==> src/rtl/skinny_sbox8_isw1_sequencer.sv <==
// Sequencer for a two-share 8-bit ISW S-box: latches shares, then a fresh mask,
// holds them stable for LATENCY edges and captures the S-box output shares.
module skinny_sbox8_isw1_sequencer #(
    parameter int unsigned LATENCY = 8
) (
    input  logic       clk,
    input  logic       rst_n,
    input  logic       in_valid,
    output logic       in_ready,
    input  logic [7:0] in_s0,
    input  logic [7:0] in_s1,
    input  logic       rnd_valid,
    output logic       rnd_ready,
    input  logic [7:0] rnd,
    output logic [7:0] sb_si0,
    output logic [7:0] sb_si1,
    output logic [7:0] sb_r,
    input  logic [7:0] sb_bo0,
    input  logic [7:0] sb_bo1,
    output logic       out_valid,
    input  logic       out_ready,
    output logic [7:0] out_s0,
    output logic [7:0] out_s1,
    output logic       busy
);

    typedef enum logic [1:0] {
        IDLE = 2'd0,
        RAND = 2'd1,
        EVAL = 2'd2,
        OUT  = 2'd3
    } state_t;

    localparam logic [3:0] CNT_LAST = 4'(LATENCY - 1);

    state_t     state_q, state_d;
    logic [3:0] cnt_q, cnt_d;
    logic       load_in, load_rnd, load_out;

    logic [7:0] si0_q, si1_q, r_q, o0_q, o1_q;

    always_ff @(posedge clk or negedge rst_n) begin
        if (!rst_n) begin
            state_q <= IDLE;
            cnt_q   <= 4'd0;
        end else begin
            state_q <= state_d;
            cnt_q   <= cnt_d;
        end
    end

    always_comb begin
        state_d  = state_q;
        cnt_d    = cnt_q;
        load_in  = 1'b0;
        load_rnd = 1'b0;
        load_out = 1'b0;
        unique case (state_q)
            IDLE: begin
                if (in_valid) begin
                    load_in = 1'b1;
                    state_d = RAND;
                end
            end
            RAND: begin
                if (rnd_valid) begin
                    load_rnd = 1'b1;
                    cnt_d    = 4'd0;
                    state_d  = EVAL;
                end
            end
            EVAL: begin
                if (cnt_q == CNT_LAST) begin
                    load_out = 1'b1;
                    state_d  = OUT;
                end else begin
                    cnt_d = cnt_q + 4'd1;
                end
            end
            OUT: begin
                if (out_ready) begin
                    state_d = IDLE;
                end
            end
            default: state_d = IDLE;
        endcase
    end

    // Each share travels through its own registers; shares are never mixed here.
    always_ff @(posedge clk or negedge rst_n) begin
        if (!rst_n) begin
            si0_q <= 8'h00;
            o0_q  <= 8'h00;
        end else begin
            if (load_in)  si0_q <= in_s0;
            if (load_out) o0_q  <= sb_bo0;
        end
    end

    always_ff @(posedge clk or negedge rst_n) begin
        if (!rst_n) begin
            si1_q <= 8'h00;
            o1_q  <= 8'h00;
        end else begin
            if (load_in)  si1_q <= in_s1;
            if (load_out) o1_q  <= sb_bo1;
        end
    end

    always_ff @(posedge clk or negedge rst_n) begin
        if (!rst_n) begin
            r_q <= 8'h00;
        end else if (load_rnd) begin
            r_q <= rnd;
        end
    end

    assign in_ready  = (state_q == IDLE);
    assign rnd_ready = (state_q == RAND);
    assign out_valid = (state_q == OUT);
    assign busy      = (state_q != IDLE);

    assign sb_si0 = si0_q;
    assign sb_si1 = si1_q;
    assign sb_r   = r_q;
    assign out_s0 = o0_q;
    assign out_s1 = o1_q;

endmodule

==> config.mk <==
export PLATFORM = sky130hd
export DESIGN_NAME = skinny_sbox8_isw1_sequencer
export DESIGN_NICKNAME = d
export VERILOG_FILES = /design/src/rtl/skinny_sbox8_isw1_sequencer.sv
export SDC_FILE = /design/constraint.sdc
export NUM_CORES = 1
export LEC_CHECK = 0
export BUFFER_PORTS_ARGS = -buffer_cell sky130_fd_sc_hd__buf_2
export CAP_MARGIN = 20
export CORE_UTILIZATION = 46
export DETAILED_ROUTE_END_ITERATION = 16
export PLACE_DENSITY_LB_ADDON = 0.3
export SLEW_MARGIN = 20
export SYNTH_ARGS = -nofsm -noshare
export SYNTH_HDL_FRONTEND = slang
export SYNTH_SLANG_ARGS = --single-unit
==> constraint.sdc <==
create_clock -name clk -period 2.6 [get_ports clk]
set_clock_uncertainty 0.15 [all_clocks]
set_input_delay 0.39 -clock clk [delete_from_list [all_inputs] [get_ports clk]]
set_output_delay 0.39 -clock clk [all_outputs]
set_load 0.01 [all_outputs]
==> reports/metrics.yaml, run 1 <==
clock_network:
  clock_latency_ps: 290
  htree_levels: 2
  clkSlewWorstSetupHoldPaths_ps: 80
  cts_tree: "yes"
  clockBufferDepth: 2
  cts.repair.resized: 0
  cts_sinks: 46
  hold_buffers: 0
  cts_setup_buffers: 0
  cts_made_buffers: 5
  root_buffer: "clkbuf_8"
drt:
  dr.pass1.iters: 3
  vias_per_cell: 5.01
  routedWlPerCell_um: 13.3
  drt_iter0_drc: 58
  vias: 1398
  drc: 0
  drt_wl_total_mm: 3.72
  ant_nets: 0
yosys:
  synth_top_cell_by_area: "dfrtp_1"
  synth_top_area_share_pct: 59.0
  synth_area_um2: 1950
  synth_most_common_cell: "dfrtp_1"
  yosysWarnings: 0
  yosysUniqueCellTypes: 28
  yosysSeqAreaShare_pct: 59.0
  synth.area.top_cells: "dfrtp_1 59%, mux2_2 23%, ha_1 3.8%"
  ys_top_cells_by_count: "46 x dfrtp_1, 40 x mux2_2, 7 x inv_1, 7 x o21ai_0, 6 x ha_1"
  async_flop_share_pct: 100
  avgSynthCellArea_um2: 14.4
  synth_edf_count: 0
  ys_seq_elements: 46
  syn_nets: 186
  synthFlopType: "dfrtp_1"
  synth_cells: 135
sta:
  period_minus_slack_ps: 1990
  slew_headroom_pct: 57.9
  setup-tns-final_ps: 0
  drv_slew: 0
  setup-violations-final: 0
  fin_crit_sh_pct: 76.4
  rsz0062_at_grt: "no"
  worst_pin_slew_ps: 631
  hold_viol_final: 0
  fmax_mhz: 503
  holdWs_ps: 13.6
pwr:
  powerDensity_nw_per_um2: 1090
  combPwrFrac_pct: 39.5
  seqPwrFrac_pct: 42.0
  peakVddDrop_uv: 593
  clkPwrFrac_pct: 18.5
  p_int_mw: 1.86
  switching_share_pct: 33.2
  p_switching_mw: 0.923
  p_leak_nw: 1.31
floorplanning:
  die_area_um2: 4510
  fp-row-count: 23
  core_area_um2: 4030
  die_h_um: 67.1
  start_util_pct: 48.4
  ioPinCount: 89
  die_width_um: 67.1
worst_setup_path:
  cp-end-kind: "register"
  start_kind: "register"
  crit_arrival_ps: 2020
  critPathKind: "register to register"
  cp_max_fo: 6
  worstPathRequired_ps: 2630
global_routing:
  gr-total-overflow: 0
  grt_pass1_vias: 1329
  grt_max_degree: 47
  grt_pass1_wl_mm: 5.64
  grt_use_total_pct: 17.4
  antenna_found_initial: 0
final_layout:
  fillerInstances: 344
  stdcell_area_um2: 2550
  final_nets: 279
  antenna_cells: 0
  drive_gt1_share_pct: 60.7
  stdcell_count: 279
  area_growth_pct: 30.6
status:
  status: "finished, final reports clean"
placed_design:
  dp.final_hpwl_mm: 2.76
  dp.cells: 271
  gp_congestion: 0.764
  placed_area_um2: 2440
  port-buffer-count: 88
hold_path:
  hold_class: "input port to async pin"
run:
  maxCapViolCount: 0
## layout make-up
class,instances,area [um^2],share of cell area [%]
Multi-Input combinational cell,79,749,29.4
Tap cell,50,62.6,2.46
Timing Repair Buffer,89,448,17.6
Sequential cell,46,1150,45.2
Inverter,7,26.3,1.03
Clock buffer,6,72.6,2.85
Clock inverter,2,37.5,1.47
## path summary, 6_finish.rpt
kind	cells past startpoint	from	end	slack [ps]
setup / recovery	6	state_q[1]$_DFFE_PN0P_	state_q[1]$_DFFE_PN0P_	610
hold / removal	2	rst_n	out_s0[1]$_DFFE_PN0P_	10
setup reg to reg	6	state_q[1]$_DFFE_PN0P_	state_q[1]$_DFFE_PN0P_	610
hold reg to reg	1	out_s1[7]$_DFFE_PN0P_	out_s1[7]$_DFFE_PN0P_	350
max in group asynchronous	2	rst_n	sb_r[5]$_DFFE_PN0P_	1920
min in group clk	2	in_s1[7]	sb_si1[7]$_DFFE_PN0P_	170
## cells by family (layout without fill, tap and decap cells)
logic type	after synthesis	after routing	share of synthesized area, %
buffers and inverters	10	104	2.57
AOI/OAI and AO/OA	12	12	3.91
muxes	42	42	24.2
and+or+nand+nor	19	19	6.48
adders and majority gates	6	6	3.85
DFF	46	46	59.0
## state kept, by name, indices dropped and copies added, names as in the netlist
signal / count
cnt_q: 4
out_s0: 8
out_s1: 8
sb_r: 8
sb_si0: 8
sb_si1: 8
state_q: 2
## routing by layer
metal	up-vias	wire, um	GRT usage [%]	share of wire (%)
met1	671	1530	19.1	41
met4	0	93	9.57	2.5
li1	658	-	-	-
met5	-	0	0	0
met2	62	1830	28.9	49
met3	7	264	6.51	7.1
## metrics by stage
| step | total power [mW] | utilization [%] | setup WS [ps] |
|---|---|---|---|
| floorplan | 1.86 | - | 734 |
| global placement | 2.25 | 60.5 | 648 |
| detailed placement | 2.29 | 60.5 | 626 |
| CTS | 2.82 | 63.2 | 606 |
| global route | 2.98 | 63.2 | 499 |
| finish | 2.78 | 63.2 | 614 |
## layout by cell type, fill, tap and decap left out, types with 3 or more instances in the layout
cell,count
nand3_1,3
nand2_1,3
o21ai_0,7
nor2_1,3
buf_2,88
mux2_2,40
ha_1,6
clkbuf_8,5
inv_1,7
dfrtp_1,46
## power by group through the flow
stage                     clock [mW]  combinational (mW)  sequential [mW]
after floorplan                    0               0.577             1.28
after global placement             0                1.09             1.16
after detailed placement           0                1.11             1.18
after CTS                      0.536                1.11             1.17
after global routing           0.563                1.21             1.21
final                          0.513                1.10             1.17
## critical path, cell delays in order, from the launching register on
cell and delay [ps]:
dfrtp_1 400, inv_1 90, ha_1 240, nor2b_2 210
a221o_1 300, a21oi_2 150, mux2_1 340
(Power assumes the default switching activity.)
==> run 2, diff against run 1 <==
- clock period: 2.6 -> 2.1 ns (I/O delays scaled with it)
==> run 2 against run 1 <==
  * Critical path depth did not move
  * Via count fell by 0.93%
  * Sequential power increased by 23%
  * Clock power is 10% higher
  * Hold slack gained 78 ps
  * Final cell count increased by 1.1%
  * Core utilization is 0.25 points higher
  * Register-to-register slack got worse by 450 ps
  * Power grew 22%
  * Flip-flop and latch count is the same
  * Largest cell class unchanged
==> reports/metrics.yaml, run 2 (synthesis results as in run 1) <==
status:
  status: "finished, final reports clean"
worst_setup_path:
  critPathKind: "register to register"
  cp_max_fo: 6
  worstPathRequired_ps: 2130
  start_kind: "register"
  reg2regPathDepth: 6
  crit_arrival_ps: 1960
  cp-end-kind: "register"
  regToRegSetupSlack_ps: 170
  r2r_end: "state_q[1]$_DFFE_PN0P_"
  timing.rr.start: "state_q[1]$_DFFE_PN0P_"
drt:
  vias: 1385
  vias_per_cell: 4.91
  drt_wl_total_mm: 3.85
  drc: 0
  drt_iter0_drc: 52
  dr.pass1.iters: 4
  routedWlPerCell_um: 13.6
  ant_nets: 0
sta:
  hold_viol_final: 0
  slew_headroom_pct: 53.3
  setup-tns-final_ps: 0
  setup-violations-final: 0
  rsz0062_at_grt: "no"
  period_minus_slack_ps: 1930
  drv_slew: 0
  fin_crit_sh_pct: 92.0
  worst_pin_slew_ps: 700
  fmax_mhz: 517
floorplanning:
  ioPinCount: 89
  fp-row-count: 23
  die_area_um2: 4510
  core_area_um2: 4030
  die_width_um: 67.1
  start_util_pct: 48.4
  die_h_um: 67.1
clock_network:
  cts.repair.resized: 0
  hold_buffers: 1
  root_buffer: "clkbuf_8"
  clkSlewWorstSetupHoldPaths_ps: 90
  cts_made_buffers: 5
  clock_latency_ps: 300
  cts_tree: "yes"
  htree_levels: 2
  cts_sinks: 46
  cts_setup_buffers: 0
  clockBufferDepth: 2
global_routing:
  antenna_found_initial: 0
  grt_use_total_pct: 18.7
  grt_max_degree: 33
  grt_use_met1_pct: 23.1
  gr-total-overflow: 0
  grt_pass1_vias: 1357
  grt_pass1_wl_mm: 6.09
  grt_use_met2_pct: 28.9
  gr-usage-met3_pct: 6.16
  top_usage_layer: "met2"
pwr:
  p_switching_mw: 1.16
  p_int_mw: 2.23
  power.total_mw: 3.38
  combPwrFrac_pct: 40.7
  clkPwrFrac_pct: 16.7
  peakVddDrop_uv: 757
  p_leak_nw: 1.32
  switching_share_pct: 34.2
  powerDensity_nw_per_um2: 1320
  seqPwrFrac_pct: 42.6
final_layout:
  final_nets: 282
  stdcell_count: 282
  mostFrequentLayoutCell: "buf_2"
  mostFrequentLayoutCells: "88 x buf_2, 46 x dfrtp_1, 40 x mux2_2"
  fillerInstances: 338
  drive_gt1_share_pct: 60.8
  area_growth_pct: 31.1
  antenna_cells: 0
hold_path:
  min_from: "in_s0[2]"
  hold_path_end: "sb_si0[2]$_DFFE_PN0P_"
  hold_depth: 2
  hold_class: "input port to register"
placed_design:
  dp.cells: 273
  gp_congestion: 0.799
  port-buffer-count: 88
  dp.final_hpwl_mm: 2.92
run:
  maxCapViolCount: 0
## run 2: power by group through the flow
stage | logic, mW | registers [mW] | clock network (mW)
after floorplan | 0.714 | 1.59 | 0
after global placement | 1.35 | 1.44 | 0
after detailed placement | 1.39 | 1.46 | 0
after CTS | 1.39 | 1.44 | 0.587
after global routing | 1.52 | 1.49 | 0.620
final | 1.38 | 1.44 | 0.565
## run 2: worst max path at each step
stage / startpoint / to / depth (start not counted)
4_1_cts: state_q[1]$_DFFE_PN0P_ / state_q[1]$_DFFE_PN0P_ / 6
2_1_floorplan: state_q[1]$_DFFE_PN0P_ / state_q[1]$_DFFE_PN0P_ / 6
3_3_place_gp: state_q[0]$_DFFE_PN0P_ / out_s1[3]$_DFFE_PN0P_ / 4
6_report: state_q[1]$_DFFE_PN0P_ / state_q[1]$_DFFE_PN0P_ / 6
5_1_grt: state_q[1]$_DFFE_PN0P_ / state_q[1]$_DFFE_PN0P_ / 6
3_5_place_dp: state_q[0]$_DFFE_PN0P_ / out_s0[6]$_DFFE_PN0P_ / 4
## run 2: layout make-up
cell class	instances	area, um^2	share of cell area, %
well taps	50	62.6	2.45
clock inverters	1	8.76	0.342
repair buffers	92	473	18.5
clock buffers	7	86.3	3.38
inverters	7	26.3	1.03
flip-flops and latches	46	1150	45.0
multi-input cells	79	749	29.3
## run 2: critical path: stages, from the launching register on
cell	delay (ps)
dfrtp_1	390
inv_1	100
ha_1	230
nor2b_2	200
a221o_1	290
a21oi_2	140
mux2_1	330
## run 2: metal layers
metal / vias up / share of wire, %
met5: - / 0
met4: 0 / 2.4
met3: 9 / 7.8
met2: 59 / 47
met1: 651 / 43
li1: 666 / -
## run 2: through the flow
step / hold slack [ps] / area [um^2] / utilization, % / setup WS (ps)
floorplan: -131 / 1950 / - / 234
global placement: 260 / 2450 / 60.9 / 219
detailed placement: 268 / 2450 / 60.9 / 176
CTS: 81.3 / 2560 / 63.5 / 166
global route: 77.4 / 2560 / 63.5 / 70.3
finish: 91.8 / 2560 / 63.5 / 167
